`config.mk`:
```
export PLATFORM = sky130hd
export DESIGN_NAME = dmem_arbiter
export DESIGN_NICKNAME = d
export VERILOG_FILES = /design/src/rtl/dmem_arb_pkg.sv /design/src/rtl/dmem_arbiter_lock_watchdog.sv /design/src/rtl/dmem_arbiter.sv
export SDC_FILE = /design/constraint.sdc
export NUM_CORES = 1
export LEC_CHECK = 0
export ABC_CLOCK_PERIOD_IN_PS = 4390
export CELL_PAD_IN_SITES_DETAIL_PLACEMENT = 1
export CELL_PAD_IN_SITES_GLOBAL_PLACEMENT = 2
export CORE_UTILIZATION = 12
export DETAILED_ROUTE_END_ITERATION = 12
export PLACE_DENSITY = 0.89
export SKIP_LAST_GASP = 1
export SYNTH_ARGS = -nofsm -noshare
export SYNTH_HDL_FRONTEND = slang
export SYNTH_HIERARCHICAL = 1
export SYNTH_SLANG_ARGS = --single-unit
```
`constraint.sdc`:
```
create_clock -name clk -period 4.39 [get_ports clk]
set_input_delay 1.0975 -clock clk [delete_from_list [all_inputs] [get_ports clk]]
set_output_delay 1.0975 -clock clk [all_outputs]
set_load 0.01 [all_outputs]
```
`src/rtl/dmem_arb_pkg.sv`:
```
// ---------------------------------------------------------------------------
// dmem_arb_pkg
//   Shared types and constants for the data-memory arbiter slice.
//   - arb_state_t : arbiter FSM state (IDLE, LOCK0, LOCK1)
//   - port_idx_t  : index of a requesting port (0 = core load/store,
//                   1 = secondary master such as a loader or debug port)
//   - DEFAULT_LOCK_MAX : default bound on how long a lock may starve the
//                   other port
//   - other_port() : the port that is not the given one
// ---------------------------------------------------------------------------
package dmem_arb_pkg;

  typedef enum logic [1:0] {
    IDLE  = 2'd0,
    LOCK0 = 2'd1,
    LOCK1 = 2'd2
  } arb_state_t;

  typedef logic port_idx_t;

  localparam int DEFAULT_LOCK_MAX = 16;

  function automatic port_idx_t other_port(input port_idx_t p);
    return ~p;
  endfunction

endpackage

```
`src/rtl/dmem_arbiter_lock_watchdog.sv`:
```
// ---------------------------------------------------------------------------
// lock_watchdog
//   Saturating cycle counter that bounds how long a locked owner may keep
//   the memory while the other port is waiting.
//
//   Ports
//     clk     in   clock
//     reset   in   asynchronous active-high reset (count -> 0)
//     clear   in   synchronous clear; wins over enable
//     enable  in   count one cycle of waiting
//     tc      out  terminal count reached (count == LOCK_MAX-1)
//
//   Parameter
//     LOCK_MAX  number of waiting cycles after which the lock is broken (>= 2)
// ---------------------------------------------------------------------------
module lock_watchdog
  import dmem_arb_pkg::*;
#(
  parameter int LOCK_MAX = DEFAULT_LOCK_MAX
) (
  input  logic clk,
  input  logic reset,
  input  logic clear,
  input  logic enable,
  output logic tc
);

  localparam int CW = $clog2(LOCK_MAX);
  localparam logic [CW-1:0] TERM = CW'(LOCK_MAX - 1);

  logic [CW-1:0] count;

  // The counter stops at the terminal value so tc stays asserted until the
  // owner clears it by leaving the locked state.
  always_ff @(posedge clk or posedge reset) begin
    if (reset) begin
      count <= '0;
    end else if (clear) begin
      count <= '0;
    end else if (enable && !tc) begin
      count <= count + 1'b1;
    end
  end

  assign tc = (count == TERM);

endmodule

```
`src/rtl/dmem_arbiter.sv`:
```
// ---------------------------------------------------------------------------
// dmem_arbiter
//   Shares the single-ported data memory between the core load/store path
//   (port 0) and a secondary master (port 1). One requester is selected per
//   cycle; its byte enables, address and write data are driven to the
//   memory. Read data returns one cycle later with a per-port valid.
//   A master may lock the memory for a multi-word sequence; a watchdog
//   breaks a lock that starves the other port for LOCK_MAX cycles.
//
//   Handshake: reqN is the request, gntN is the acceptance. An access is
//   transferred in every cycle where reqN & gntN. gntN is combinational from
//   req/lock state only (never from mem_rdata); a master seeing gntN = 0
//   holds its request and stalls. At most one gnt is high per cycle.
//
//   Ports
//     clk, reset            clock, asynchronous active-high reset
//     req0/1, lock0/1       request, keep ownership after this access
//     we0/1 [3:0]           byte write enables (0000 = read)
//     addr0/1, wdata0/1     word address and lane-aligned write data
//     gnt0/1                access accepted this cycle
//     rvalid0/1             read data valid (cycle after an accepted read)
//     rdata0/1              read data (mem_rdata pass-through)
//     mem_we/addr/wdata     to data memory
//     mem_rdata             from data memory, one cycle after address
//     lock_timeout          one-cycle pulse after a lock is forcibly broken
//     dbg_state             current arbiter state, for observation
//
//   Configuration macro
//     ARB_ROUND_ROBIN_EN    defined: IDLE ties go to the port not granted
//                           most recently. Undefined: port 0 wins ties.
//                           In both builds the waiting port wins the first
//                           tie after a watchdog release.
// ---------------------------------------------------------------------------
module dmem_arbiter
  import dmem_arb_pkg::*;
#(
  parameter int ADDR_WIDTH = 10,
  parameter int DATA_WIDTH = 32,
  parameter int LOCK_MAX   = DEFAULT_LOCK_MAX
) (
  input  logic                  clk,
  input  logic                  reset,

  input  logic                  req0,
  input  logic                  lock0,
  input  logic [3:0]            we0,
  input  logic [ADDR_WIDTH-1:0] addr0,
  input  logic [DATA_WIDTH-1:0] wdata0,

  input  logic                  req1,
  input  logic                  lock1,
  input  logic [3:0]            we1,
  input  logic [ADDR_WIDTH-1:0] addr1,
  input  logic [DATA_WIDTH-1:0] wdata1,

  output logic                  gnt0,
  output logic                  gnt1,
  output logic                  rvalid0,
  output logic                  rvalid1,
  output logic [DATA_WIDTH-1:0] rdata0,
  output logic [DATA_WIDTH-1:0] rdata1,

  output logic [3:0]            mem_we,
  output logic [ADDR_WIDTH-1:0] mem_addr,
  output logic [DATA_WIDTH-1:0] mem_wdata,
  input  logic [DATA_WIDTH-1:0] mem_rdata,

  output logic                  lock_timeout,
  output arb_state_t            dbg_state
);

  arb_state_t state;

  // After a watchdog release the starved port must win the next tie,
  // regardless of the configured policy.
  logic       force_valid;
  port_idx_t  force_port;

  port_idx_t  policy_winner;
  port_idx_t  tie_winner;

  logic       wd_clear;
  logic       wd_enable;
  logic       wd_tc;

`ifdef ARB_ROUND_ROBIN_EN
  // Port granted most recently in IDLE (or the owner of a broken lock).
  port_idx_t  last_gnt;
  assign policy_winner = other_port(last_gnt);
`else
  assign policy_winner = 1'b0;
`endif

  assign tie_winner = force_valid ? force_port : policy_winner;

  // -------------------------------------------------------------------------
  // Grant selection
  // -------------------------------------------------------------------------
  always_comb begin
    gnt0 = 1'b0;
    gnt1 = 1'b0;
    case (state)
      IDLE: begin
        if (req0 && req1) begin
          gnt0 = (tie_winner == 1'b0);
          gnt1 = (tie_winner == 1'b1);
        end else begin
          gnt0 = req0;
          gnt1 = req1;
        end
      end
      LOCK0:   gnt0 = req0;
      LOCK1:   gnt1 = req1;
      default: begin
        gnt0 = 1'b0;
        gnt1 = 1'b0;
      end
    endcase
  end

  // -------------------------------------------------------------------------
  // Memory request mux. With no grant the port-0 address/data are passed
  // through with mem_we = 0, so nothing is written.
  // -------------------------------------------------------------------------
  always_comb begin
    mem_we    = 4'b0000;
    mem_addr  = addr0;
    mem_wdata = wdata0;
    if (gnt1) begin
      mem_we    = we1;
      mem_addr  = addr1;
      mem_wdata = wdata1;
    end else if (gnt0) begin
      mem_we    = we0;
    end
  end

  // Read data goes to both ports; rvalidN tells which one asked for it.
  assign rdata0 = mem_rdata;
  assign rdata1 = mem_rdata;

  // -------------------------------------------------------------------------
  // Lock watchdog: held at zero while IDLE so it starts from zero on every
  // lock entry; counts only cycles in which the non-owner is requesting.
  // -------------------------------------------------------------------------
  assign wd_clear  = (state == IDLE);
  assign wd_enable = ((state == LOCK0) && req1) || ((state == LOCK1) && req0);

  lock_watchdog #(
    .LOCK_MAX (LOCK_MAX)
  ) u_lock_watchdog (
    .clk    (clk),
    .reset  (reset),
    .clear  (wd_clear),
    .enable (wd_enable),
    .tc     (wd_tc)
  );

  // -------------------------------------------------------------------------
  // Arbiter FSM with registered read-valid and timeout outputs
  // -------------------------------------------------------------------------
  always_ff @(posedge clk or posedge reset) begin
    if (reset) begin
      state        <= IDLE;
      rvalid0      <= 1'b0;
      rvalid1      <= 1'b0;
      lock_timeout <= 1'b0;
      force_valid  <= 1'b0;
      force_port   <= 1'b1;
`ifdef ARB_ROUND_ROBIN_EN
      last_gnt     <= 1'b1;
`endif
    end else begin
      rvalid0      <= gnt0 && (we0 == 4'b0000);
      rvalid1      <= gnt1 && (we1 == 4'b0000);
      lock_timeout <= 1'b0;

      case (state)
        IDLE: begin
          if (gnt0 || gnt1) begin
            force_valid <= 1'b0;
`ifdef ARB_ROUND_ROBIN_EN
            last_gnt    <= gnt1;
`endif
          end
          if (gnt0 && lock0) begin
            state <= LOCK0;
          end else if (gnt1 && lock1) begin
            state <= LOCK1;
          end
        end

        LOCK0: begin
          // The owner still gets this cycle's access; the break takes
          // effect from the next cycle.
          if (wd_tc) begin
            state        <= IDLE;
            lock_timeout <= 1'b1;
            force_valid  <= 1'b1;
            force_port   <= 1'b1;
`ifdef ARB_ROUND_ROBIN_EN
            last_gnt     <= 1'b0;
`endif
          end else if (!lock0) begin
            state <= IDLE;
          end
        end

        LOCK1: begin
          if (wd_tc) begin
            state        <= IDLE;
            lock_timeout <= 1'b1;
            force_valid  <= 1'b1;
            force_port   <= 1'b0;
`ifdef ARB_ROUND_ROBIN_EN
            last_gnt     <= 1'b1;
`endif
          end else if (!lock1) begin
            state <= IDLE;
          end
        end

        default: state <= IDLE;
      endcase
    end
  end

  assign dbg_state = state;

endmodule

```
Word level (Yosys, flattened, before mapping)
Index checks and enable logic that the tools add are counted.
- word-level logic and storage cells: 65
- output and inout port bits: 117
- register bits: 11
- bits of input ports: 130
- eq/ne operators: 10
- reductions and logical operators: 21
- multiplexer cells: 25
- bitwise gates (word level): 1
- add/sub/neg operators: 1
- operator list (kind ; count):
    32-bit two-way mux ; 1
    4-bit two-way mux ; 4
    2-bit two-way mux ; 6
    10-bit two-way mux ; 1
    3-bit AND reduction ; 3
    1-bit logical AND ; 8
    4-bit logical NOT ; 2
    1-bit two-way mux ; 8
    1-bit one-hot mux with 2 select lines ; 4
    2-bit by 1-bit inequality test with 1-bit output (second input constant) ; 3
    3-bit by 2-bit inequality test with 1-bit output (second input constant) ; 2
    2-bit one-hot mux with 3 select lines ; 1
    2-bit nonzero test ; 3
    4-bit by 1-bit adder with 4-bit output (second input constant) ; 1
    4-bit == test (second input constant) ; 1
    3-bit inequality test (second input constant) ; 1
    2-bit by 1-bit == test with 1-bit output (second input constant) ; 1
    2-bit == test (second input constant) ; 1
    2-bit logical NOT ; 1
    1-bit logical OR ; 2
    2-bit inequality test (second input constant) ; 1
    2-bit OR reduction ; 1
    1-bit logical NOT ; 1
    1-bit inverter ; 1

Logic depth before layout (Yosys ltp)
Gate-level depths: netlist (run 1).
- depth in word-level cells: 7
- mapped depth: 8
- depth with buffers taken out: 6

By module
Netlist (run 1), hierarchy kept.
- by module, submodules not included (module ; sequential area each (um2) ; area each (um2) ; times used ; cells each):
    dmem_arbiter ; 176.4 ; 1526.5 ; 1 ; 165
    lock_watchdog ; 100.1 ; 232.7 ; 1 ; 21

Least setup slack after synthesis (run 1)
OpenSTA, ideal clock, no wires.
- path kind: input to output
- from: input req0
- to: output mem_wdata[21]
- required time: 3.293 ns
- data arrival time: 2.137 ns
- setup slack: 1.156 ns
- cell stages on the path: 5
- path buffers: 2
- path through: a21bo_2 o21ai_2 buf_6 buf_6 mux2_1
- longest elaborated chain between the ends: 4
- RTL lines (item ; line ; RTL):
    from (decl) ; dmem_arbiter.sv:44 ; input logic req0,
    1-bit logical AND ; dmem_arbiter.sv:104 ; if (req0 && req1) begin
    1-bit two-way mux ; dmem_arbiter.sv:104 ;
    1-bit one-hot mux with 2 select lines ; dmem_arbiter.sv:102 ; case (state)
    32-bit two-way mux ; dmem_arbiter.sv:129 ; if (gnt1) begin
    to (decl) ; dmem_arbiter.sv:65 ; output logic [DATA_WIDTH-1:0] mem_wdata,
Every way passes these cells.

Worst setup path in the final report (run 1)
Same ends and word-level chain as after synthesis.

==> results of run 1 <==
synthesized netlist by cell type (all sizes together) (2+ instances only):
library cell  number  share of area [%]
nand2b             2               0.71
a21oi              6                1.7
nor2b              2                1.1
and2               4                1.4
ha                 5                3.6
nor2               4               0.85
inv                6                1.3
o21ai              3                1.1
o21a               2               0.85
nor3b              2               0.85
mux2              47                 30
buf               70                 30
dfrtp             10                 14
and3               6                2.4
stage by stage:
| step | instance area [um^2] | std cells | total power [W] |
|---|---|---|---|
| floorplan | 1760 | 186 | 0.000522 |
| global placement | 2990 | 449 | 0.000789 |
| detailed placement | 2990 | 449 | 0.000810 |
| CTS | 3070 | 453 | 0.000982 |
| global route | 3070 | 453 | 0.00102 |
| finish | 3070 | 453 | 0.000963 |
power by group:
group          switching [W]  total [W]  internal [W]
Combinational       0.000274   0.000667      0.000393
Clock              0.0000438   0.000166      0.000122
Sequential         0.0000156   0.000130      0.000115
worst max path at each step:
stage	start	to	slack (ps)	cells past startpoint
after floorplan	req0	mem_wdata[21]	1160	5
after global placement	req0	mem_wdata[25]	130	6
after detailed placement	req0	mem_wdata[21]	120	6
after CTS	req0	mem_wdata[21]	110	6
after global routing	req0	mem_wdata[6]	70	6
final	req0	mem_wdata[21]	140	6
cell type report:
cell class	instances	share of cell area, %
inverter	6	0.733
tap	180	7.33
sequential	11	9.00
timing repair buffer	153	50.0
multi-input combinational	99	30.4
clock buffer	4	2.57
worst max-delay path, stage by stage:
cell and delay (ps):
clkdlybuf4s50_1 480, a21bo_2 260, o21ai_4 150, buf_12 260, mux2_1 360, clkdlybuf4s50_1 510
routing by layer:
layer  wire length (um)  vias up  share of wire [%]
li1                   -      755                  -
met1               2020      741                 32
met2               3390       96                 54
met3                740       22                 12
met4                145        2                2.3
met5                 13        -               0.21
registers in the layout, summed over array words and instances (netlist names):
| name | flops |
|---|---|
| lock_timeout | 1 |
| rvalid0 | 1 |
| force_valid | 1 |
| u_lock_watchdog/count | 4 |
| dbg_state | 2 |
| force_port | 1 |
| rvalid1 | 1 |
cell families after synthesis:
family | count (synthesis) | share of synthesized area [%]
adder cells (fa/ha/maj) | 5 | 3.56
flip-flops | 11 | 15.7
multiplexers | 48 | 30.9
buffers and inverters | 76 | 31.6
AO/OA/AOI/OAI | 19 | 7.90
AND/OR/NAND/NOR | 27 | 10.3
==> run metrics, run 1 <==
CTS tree done; Die Span X 123 um; Post-synth ARST share 100%; Pwr Density 313 nW/um^2; skew final 0.485 ps; worst slack at placement 117 ps; DRT iter0 DRCs 43; main flop type after synthesis dfrtp_1; unrepaired setup endpoints after global routing no; Final Routed Wirelength 6310 um; multi-input logic area 933 um^2; min Tclk post-route 4250 ps; synth unique cells 39; I/O pin count 247; Hold Slack 551 ps; initial core utilization 12.5%; CTS Hold Bufs 0; H-tree levels 1; GP Congestion 0.751; Seq. cell area 277 um^2; Post-synth EDFFs 0; fmax 235 MHz; worst hold start force_valid$_DFFE_PP0P_; PostCTS Resize Cnt 0; leakage power total 1.18 nW; gr usage total 7.75%; 1st-pass router iterations 4; Worst EP required 3290 ps; most frequent cells in the layout clkdlybuf4s50_1, mux2_1, dfrtp_1; sequential fraction of the synthesis area 15.7%; RR Startpoint dbg_state[0]$_DFFE_PP0P_; Rel. slew slack 70.1%; Synth Net Count 321; period utilization 96.8%; die height 123 um; later-pin clock latency in the skew report 240 ps; Worst Reg2Reg Path Length in Cells 6; number of global-route vias before repair 1831; WHS Path Cells 1; post-layout util 21.8%; Post-CTS Setup Bufs 0; filler instances 1637; Hold Vio Cnt, Final 0; leading cell type in the layout, fill and taps excluded clkdlybuf4s50_1; met3 Track Usage GR 1.98%; P&R area growth vs syn 74.7%; clock root buffer master clkbuf_16; Core Area 14100 um^2; Rows 43; worst reg2reg setup slack 2490 ps; die area 15100 um^2; Wirelength per Cell 13.9 um; Mapped Cells 186; slack of the critical path 142 ps; Hold Path Class reg -> reg; CTS buffer count 3; Hold Path End force_valid$_DFFE_PP0P_; post-route ant nets 0; Via density 3.57; largest vdd supply drop 0.117 mV; largest net degree at the start of global routing 49; Setup Viol. Count Final 0; number of antenna diodes 0; # Max-Cap Violations 0; NumNets Final 409; Critical Path Sink Type primary output; GRT overflow 0; CP max FO 48; clock tree buffer depth 2; Synth Register Bits 11; Arrival @ worst endpoint 3150 ps; critical path startpoint category input pin; clock sink total 11; Worst-Margin Slew 444 ps; layout cell share with drive strength beyond 1 6.59%; Worst R2R End u_lock_watchdog/count[3]$_DFFE_PP0P_; Avg Inst Size Synth 9.46 um^2; clock-pin transition on the worst setup and hold timing paths 40 ps; met1 Usage GRT 6.80%; final slew viol count 0; run status completed; initial antenna violation count 1; CP Class in -> out; GRT busiest layer met2; DP Wirelength 5470 um; setup_tns 0 ps; met2 Usage GRT 16.0%; yosys warns 6; vias after detailed routing 1616; post-route DRC violation count 0; Syn Std Cell Area 1760 um^2; first-pass GRT wire length 9090 um; IO buf count 150
(Power assumes the default switching activity.)
==> run 2: changes to the inputs <==
--- a/config.mk
+++ b/config.mk
@@ -9,8 +9,11 @@
 export CELL_PAD_IN_SITES_DETAIL_PLACEMENT = 1
 export CELL_PAD_IN_SITES_GLOBAL_PLACEMENT = 2
 export CORE_UTILIZATION = 12
+export CTS_BUF_LIST = sky130_fd_sc_hd__clkbuf_4 sky130_fd_sc_hd__clkbuf_8
 export DETAILED_ROUTE_END_ITERATION = 12
+export GPL_TIMING_DRIVEN = 0
 export PLACE_DENSITY = 0.89
+export SKIP_CTS_REPAIR_TIMING = 1
 export SKIP_LAST_GASP = 1
 export SYNTH_ARGS = -nofsm -noshare
 export SYNTH_HDL_FRONTEND = slang
==> run 2 against run 1 <==
Net effect: register-to-register slack improved by 100 ps; clock-buffer cell count is the same; routed wire length rose by 17%; sequential share of layout area is 2.4 points lower; flip-flop and latch count did not move; hold slack better by 6.2 ps; clock power decreased by 37%; first-iteration DRC count fell by 42%; sequential power about the same; final area increased by 36%.
==> run metrics, run 2 (synthesis results as in run 1) <==
run status completed; GRT overflow 0 (unchanged); largest net degree at the start of global routing 12 (-76%); unrepaired setup endpoints after global routing no; Pwr Density 246 nW/um^2 (-21%); Via density 3.78 (+6.1%); CP top delay family buffers and inverters; Critical Path Sink Type primary output; CP max FO 8 (-83%); Setup Viol. Count Final 0 (unchanged); clock tree buffer depth 2 (unchanged); leading cell type in the layout, fill and taps excluded clkdlybuf4s50_1; initial antenna violation count 0 (-1); period utilization 96.3% (-0.48 points); vias after detailed routing 2210 (+37%); CTS tree done; Rel. slew slack 75.2% (+5.0 points); later-pin clock latency in the skew report 230 ps (about the same); Worst path max stage delay 590 ps (+80 ps); CP Class in -> out; I/O pin count 247 (unchanged); first-pass GRT wire length 10700 um (+18%); Seq. cell area 277 um^2 (unchanged); DRT iter0 DRCs 25 (-42%); Final Cell Area 4190 um^2 (+36%); CTS buffer count 3 (unchanged); worst path cell trace clkdlybuf4s50_1, nand4b_1, and3_1, mux2_1, clkdlybuf4s50_1; Bufs and invs on worst path 2 (-1); Hold Path Class reg -> reg; NumNets Final 540 (+32%); Largest register FFs 4 (unchanged); final slew viol count 0 (unchanged); Total Power 0.00103 W (+7.0%); most frequent cells in the layout clkdlybuf4s50_1, buf_4, mux2_1; IO buf count 214 (+43%); clock-pin transition on the worst setup and hold timing paths 50 ps (about the same); post-route DRC violation count 0 (unchanged); CP max stage cell clkdlybuf4s50_1; Hold Slack 557 ps (+6.24 ps); 1st-pass router iterations 4 (unchanged); Rows 43 (unchanged); min Tclk post-route 4230 ps (-21.2 ps); initial core utilization 12.5% (unchanged); DP Wirelength 6610 um (+21%); die area 15100 um^2 (unchanged); Hold Vio Cnt, Final 0 (unchanged); Core Area 14100 um^2 (unchanged); Wirelength per Cell 12.6 um (-9.5%); Placed Area 4130 um^2 (+38%); clock root buffer master clkbuf_8; number of antenna diodes 0 (unchanged); post-route ant nets 0 (unchanged); fmax 237 MHz (+0.50%); largest vdd supply drop 0.112 mV (-4.5%); filler instances 1633 (-0.24%); number of global-route vias before repair 2336 (+28%); # Max-Cap Violations 0 (unchanged); GP Congestion 0.726 (-3.4%); Die Span X 123 um (unchanged); P&R area growth vs syn 138%; clock sink total 11 (unchanged); Worst-Margin Slew 372 ps (-71.5 ps); critical path startpoint category input pin; Worst EP required 3290 ps (about the same); die height 123 um (unchanged); setup_tns 0 ps (unchanged); skew final 3.08 ps (+2.59 ps); CP most frequent cell clkdlybuf4s50_1; Arrival @ worst endpoint 3130 ps (-20 ps); multi-input logic area 933 um^2 (unchanged); largest register by flop count u_lock_watchdog/count; post-layout util 29.7% (+7.9 points); leakage power total 1.74 nW (+48%); gr usage total 8.95% (+1.2 points); Final Routed Wirelength 7360 um (+17%); layout cell share with drive strength beyond 1 21.3% (+15 points); H-tree levels 1 (unchanged)
## run 2: changes by cell type in the layout (fill, tap and decap cells not counted), sizes merged
cell and change:
clkdlybuf4s50 +63, buf +67, dlymetal6s2s +1
## run 2: metal layers
metal  share of wire, %  vias up  GRT usage, %
li1                   -     1016             -
met1                 30     1020          7.72
met2                 54      162          18.8
met3                 13       12          2.58
met4                2.0        0          3.39
met5                  0        -             0
## run 2: through the flow
| stage | cells | worst slack (ps) |
|---|---|---|
| after floorplan | 186 | 1160 |
| after global placement | 580 | -91.1 |
| after detailed placement | 580 | -73.8 |
| after CTS | 584 | -82.4 |
| after global routing | 584 | 75.9 |
| final | 584 | 164 |
## run 2: final cells by class
cell class,count,area share (%)
well taps,180,5.38
repair buffers,214,51.2
plain buffers,70,12.8
clock buffers,4,1.17
flip-flops and latches,11,6.61
multi-input cells,99,22.3
inverters,6,0.538
## run 2: path summary, 6_finish.rpt
path / from / to / slack [ps] / cells after the start
hold reg to reg: force_valid$_DFFE_PP0P_ / force_valid$_DFFE_PP0P_ / 560 / 1
setup reg to reg: dbg_state[0]$_DFFE_PP0P_ / rvalid1$_DFF_PP0_ / 2590 / 7
hold / removal: force_valid$_DFFE_PP0P_ / force_valid$_DFFE_PP0P_ / 560 / 1
setup / recovery: req1 / mem_we[3] / 160 / 5
min in group asynchronous: reset / u_lock_watchdog/count[0]$_DFFE_PP0P_ / 1080 / 2
max in group asynchronous: reset / force_port$_DFFE_PP1P_ / 2970 / 2
## run 2: report_power, final
| part | total (W) | switching [W] | internal [W] | leakage (nW) |
|---|---|---|---|---|
| Sequential | 0.000128 | 0.0000139 | 0.000115 | 0.148 |
| Clock | 0.000105 | 0.0000349 | 0.0000697 | 0.0262 |
| Combinational | 0.000798 | 0.000309 | 0.000488 | 1.57 |
## run 2: worst reg2reg max path, stage by stage (launching register included)
cell and delay, ps:
dfrtp_1 420, inv_1 130, ha_1 390, o21a_1 230
o21ai_4 80, buf_6 150, buf_6 150, nor2_1 150
==> run 3: changes to the inputs <==
--- a/config.mk
+++ b/config.mk
@@ -7,12 +7,12 @@
 export LEC_CHECK = 0
 export ABC_CLOCK_PERIOD_IN_PS = 4390
 export CELL_PAD_IN_SITES_DETAIL_PLACEMENT = 1
-export CELL_PAD_IN_SITES_GLOBAL_PLACEMENT = 2
-export CORE_UTILIZATION = 12
+export CELL_PAD_IN_SITES_GLOBAL_PLACEMENT = 1
+export CORE_UTILIZATION = 17
 export CTS_BUF_LIST = sky130_fd_sc_hd__clkbuf_4 sky130_fd_sc_hd__clkbuf_8
 export DETAILED_ROUTE_END_ITERATION = 12
 export GPL_TIMING_DRIVEN = 0
-export PLACE_DENSITY = 0.89
+export PLACE_DENSITY = 0.91
 export SKIP_CTS_REPAIR_TIMING = 1
 export SKIP_LAST_GASP = 1
 export SYNTH_ARGS = -nofsm -noshare
==> run 3 against run 2 <==
Net effect: register-to-register slack got worse by 30 ps; worst setup slack improved by 39 ps; clock-buffer cell count did not move; critical path type unchanged; flip-flop and latch count did not move; utilization rose by 12 points; global-route usage rose by 5.6 points; critical endpoint unchanged.
==> run metrics, run 3 (synthesis results as in run 1) <==
run status completed; Rel. slew slack 73.2% (-2.0 points); Final Routed Wirelength 8160 um (+11%); Core Area 9910 um^2 (-30%); die height 104 um (-16%); initial core utilization 17.8% (+5.3 points); Worst EP required 3290 ps (about the same); # Max-Cap Violations 0 (unchanged); leading cell type in the layout, fill and taps excluded clkdlybuf4s50_1; unrepaired setup endpoints after global routing no; CTS tree done; die area 10800 um^2 (-29%); most frequent cells in the layout clkdlybuf4s50_1, buf_4, mux2_1; DP Wirelength 7220 um (+9.1%); Critical Path Sink Type primary output; Sw Share 35.7% (+0.90 points); Arrival @ worst endpoint 3090 ps (-40 ps); Inst Count DP 533 (-8.1%); gr usage total 14.6% (+5.6 points); post-route DRC violation count 0 (unchanged); DRT iter0 DRCs 39 (+56%); period utilization 95.4% (-0.89 points); largest vdd supply drop 0.0910 mV (-19%); Sequential Power Share 12.6% (about the same); clock root buffer master clkbuf_8; vias after detailed routing 2119 (-4.1%); critical path startpoint category input pin; Clock power frac 10.6% (+0.5 points); worst reg2reg setup slack 2560 ps (-30 ps); Hold Slack 541 ps (-15.9 ps); clock sink total 11 (unchanged); WHS Path Cells 2 (+1); met3 Track Usage GR 3.21% (+0.63 points); initial antenna violation count 0 (unchanged); Comb pwr share 76.8% (-0.6 points); worst hold start force_port$_DFFE_PP1P_; met1 Usage GRT 15.6% (+7.9 points); Rows 36 (-16%); GP Congestion 0.746 (+2.8%); IO buf count 214 (unchanged); Worst Reg2Reg Path Length in Cells 5 (-2); clock tree buffer depth 2 (unchanged); GRT overflow 0 (unchanged); Wirelength per Cell 15.2 um (+21%); CTS buffer count 3 (unchanged); Switching Power 0.000373 W (+4.1%); RR Startpoint dbg_state[1]$_DFFE_PP0P_; post-route ant nets 0 (unchanged); Hold Path End force_port$_DFFE_PP1P_; leakage power total 1.74 nW (unchanged); final slew viol count 0 (unchanged); setup_tns 0 ps (unchanged); layout cell share with drive strength beyond 1 21.3% (unchanged); 1st-pass router iterations 4 (unchanged); GRT busiest layer met2; Hold Path Class reg -> reg; post-layout util 41.6% (+12 points); clock-pin transition on the worst setup and hold timing paths 50 ps (about the same); Via density 3.95 (+4.3%); Total Power 0.00105 W (+1.5%); Hold Vio Cnt, Final 0 (unchanged); number of antenna diodes 0 (unchanged); NumNets Final 540 (unchanged); CP Class in -> out; fmax 239 MHz (+0.93%); P&R area growth vs syn 135%; first-pass GRT wire length 12600 um (+17%); largest net degree at the start of global routing 12 (unchanged); Die Span X 104 um (-16%); Largest register FFs 4 (unchanged); Setup Viol. Count Final 0 (unchanged); H-tree levels 1 (unchanged); Pint 0.000673 W (about the same); min Tclk post-route 4190 ps (-39.1 ps); skew final 0.867 ps (-2.21 ps); Post-Layout Cell Count 537 (-8.0%); met2 Usage GRT 28.5% (+9.7 points); Pwr Density 253 nW/um^2 (+2.9%); Worst R2R End dbg_state[0]$_DFFE_PP0P_; CP max FO 8 (unchanged); later-pin clock latency in the skew report 240 ps (about the same); Worst-Margin Slew 402 ps (+29.6 ps); largest register by flop count u_lock_watchdog/count; number of global-route vias before repair 2350 (+0.60%); I/O pin count 247 (unchanged)
==> run 3: cell counts in the layout (fill, tap and decap cells not counted) <==
No cell type changed its count.
==> run 3: stage by stage <==
| step | area [um^2] | setup slack, ps |
|---|---|---|
| global placement | 4070 | -93.6 |
| finish | 4130 | 203 |
| CTS | 4120 | -124 |
| global route | 4130 | 102 |
| floorplan | 1760 | 1160 |
| detailed placement | 4070 | -113 |
==> run 3: metal layers <==
layer  up-vias  part of all wire (%)
met1       969                    37
li1       1018                     -
met2       125                    54
met5         -                     0
met3         7                   7.6
met4         0                   1.2
==> run 3: power by group through the flow <==
stage	Clock, W	Combinational [W]	Sequential (W)
finish	0.000111	0.000803	0.000131
global route	0.000120	0.000859	0.000135
CTS	0.000112	0.000811	0.000132
detailed placement	0	0.000804	0.000133
global placement	0	0.000785	0.000130
floorplan	0	0.000391	0.000131
==> run 3: worst max-delay path: stages <==
cell             delay (ps)
clkdlybuf4s50_1         570
nand4b_1                340
and3_1                  290
mux2_1                  290
clkdlybuf4s50_1         500
==> run 3: worst max path at each step <==
stage	slack (ps)	depth (start not counted)	endpoint	startpoint
after floorplan	1160	5	mem_wdata[21]	req0
after detailed placement	-110	7	mem_wdata[28]	req0
after global placement	-90	7	mem_wdata[25]	req0
after global routing	100	5	mem_we[3]	req1
after CTS	-120	7	mem_wdata[28]	req0
final	200	5	mem_we[3]	req1
==> run 3: layout make-up <==
class                      count  area (um^2)
clock buffer                   4         48.8
timing repair buffer         214         2140
multi-input combinational     99          933
fill                        1139         5780
buffer                        70          534
inverter                       6         22.5
tap                          133          166
sequential                    11          277
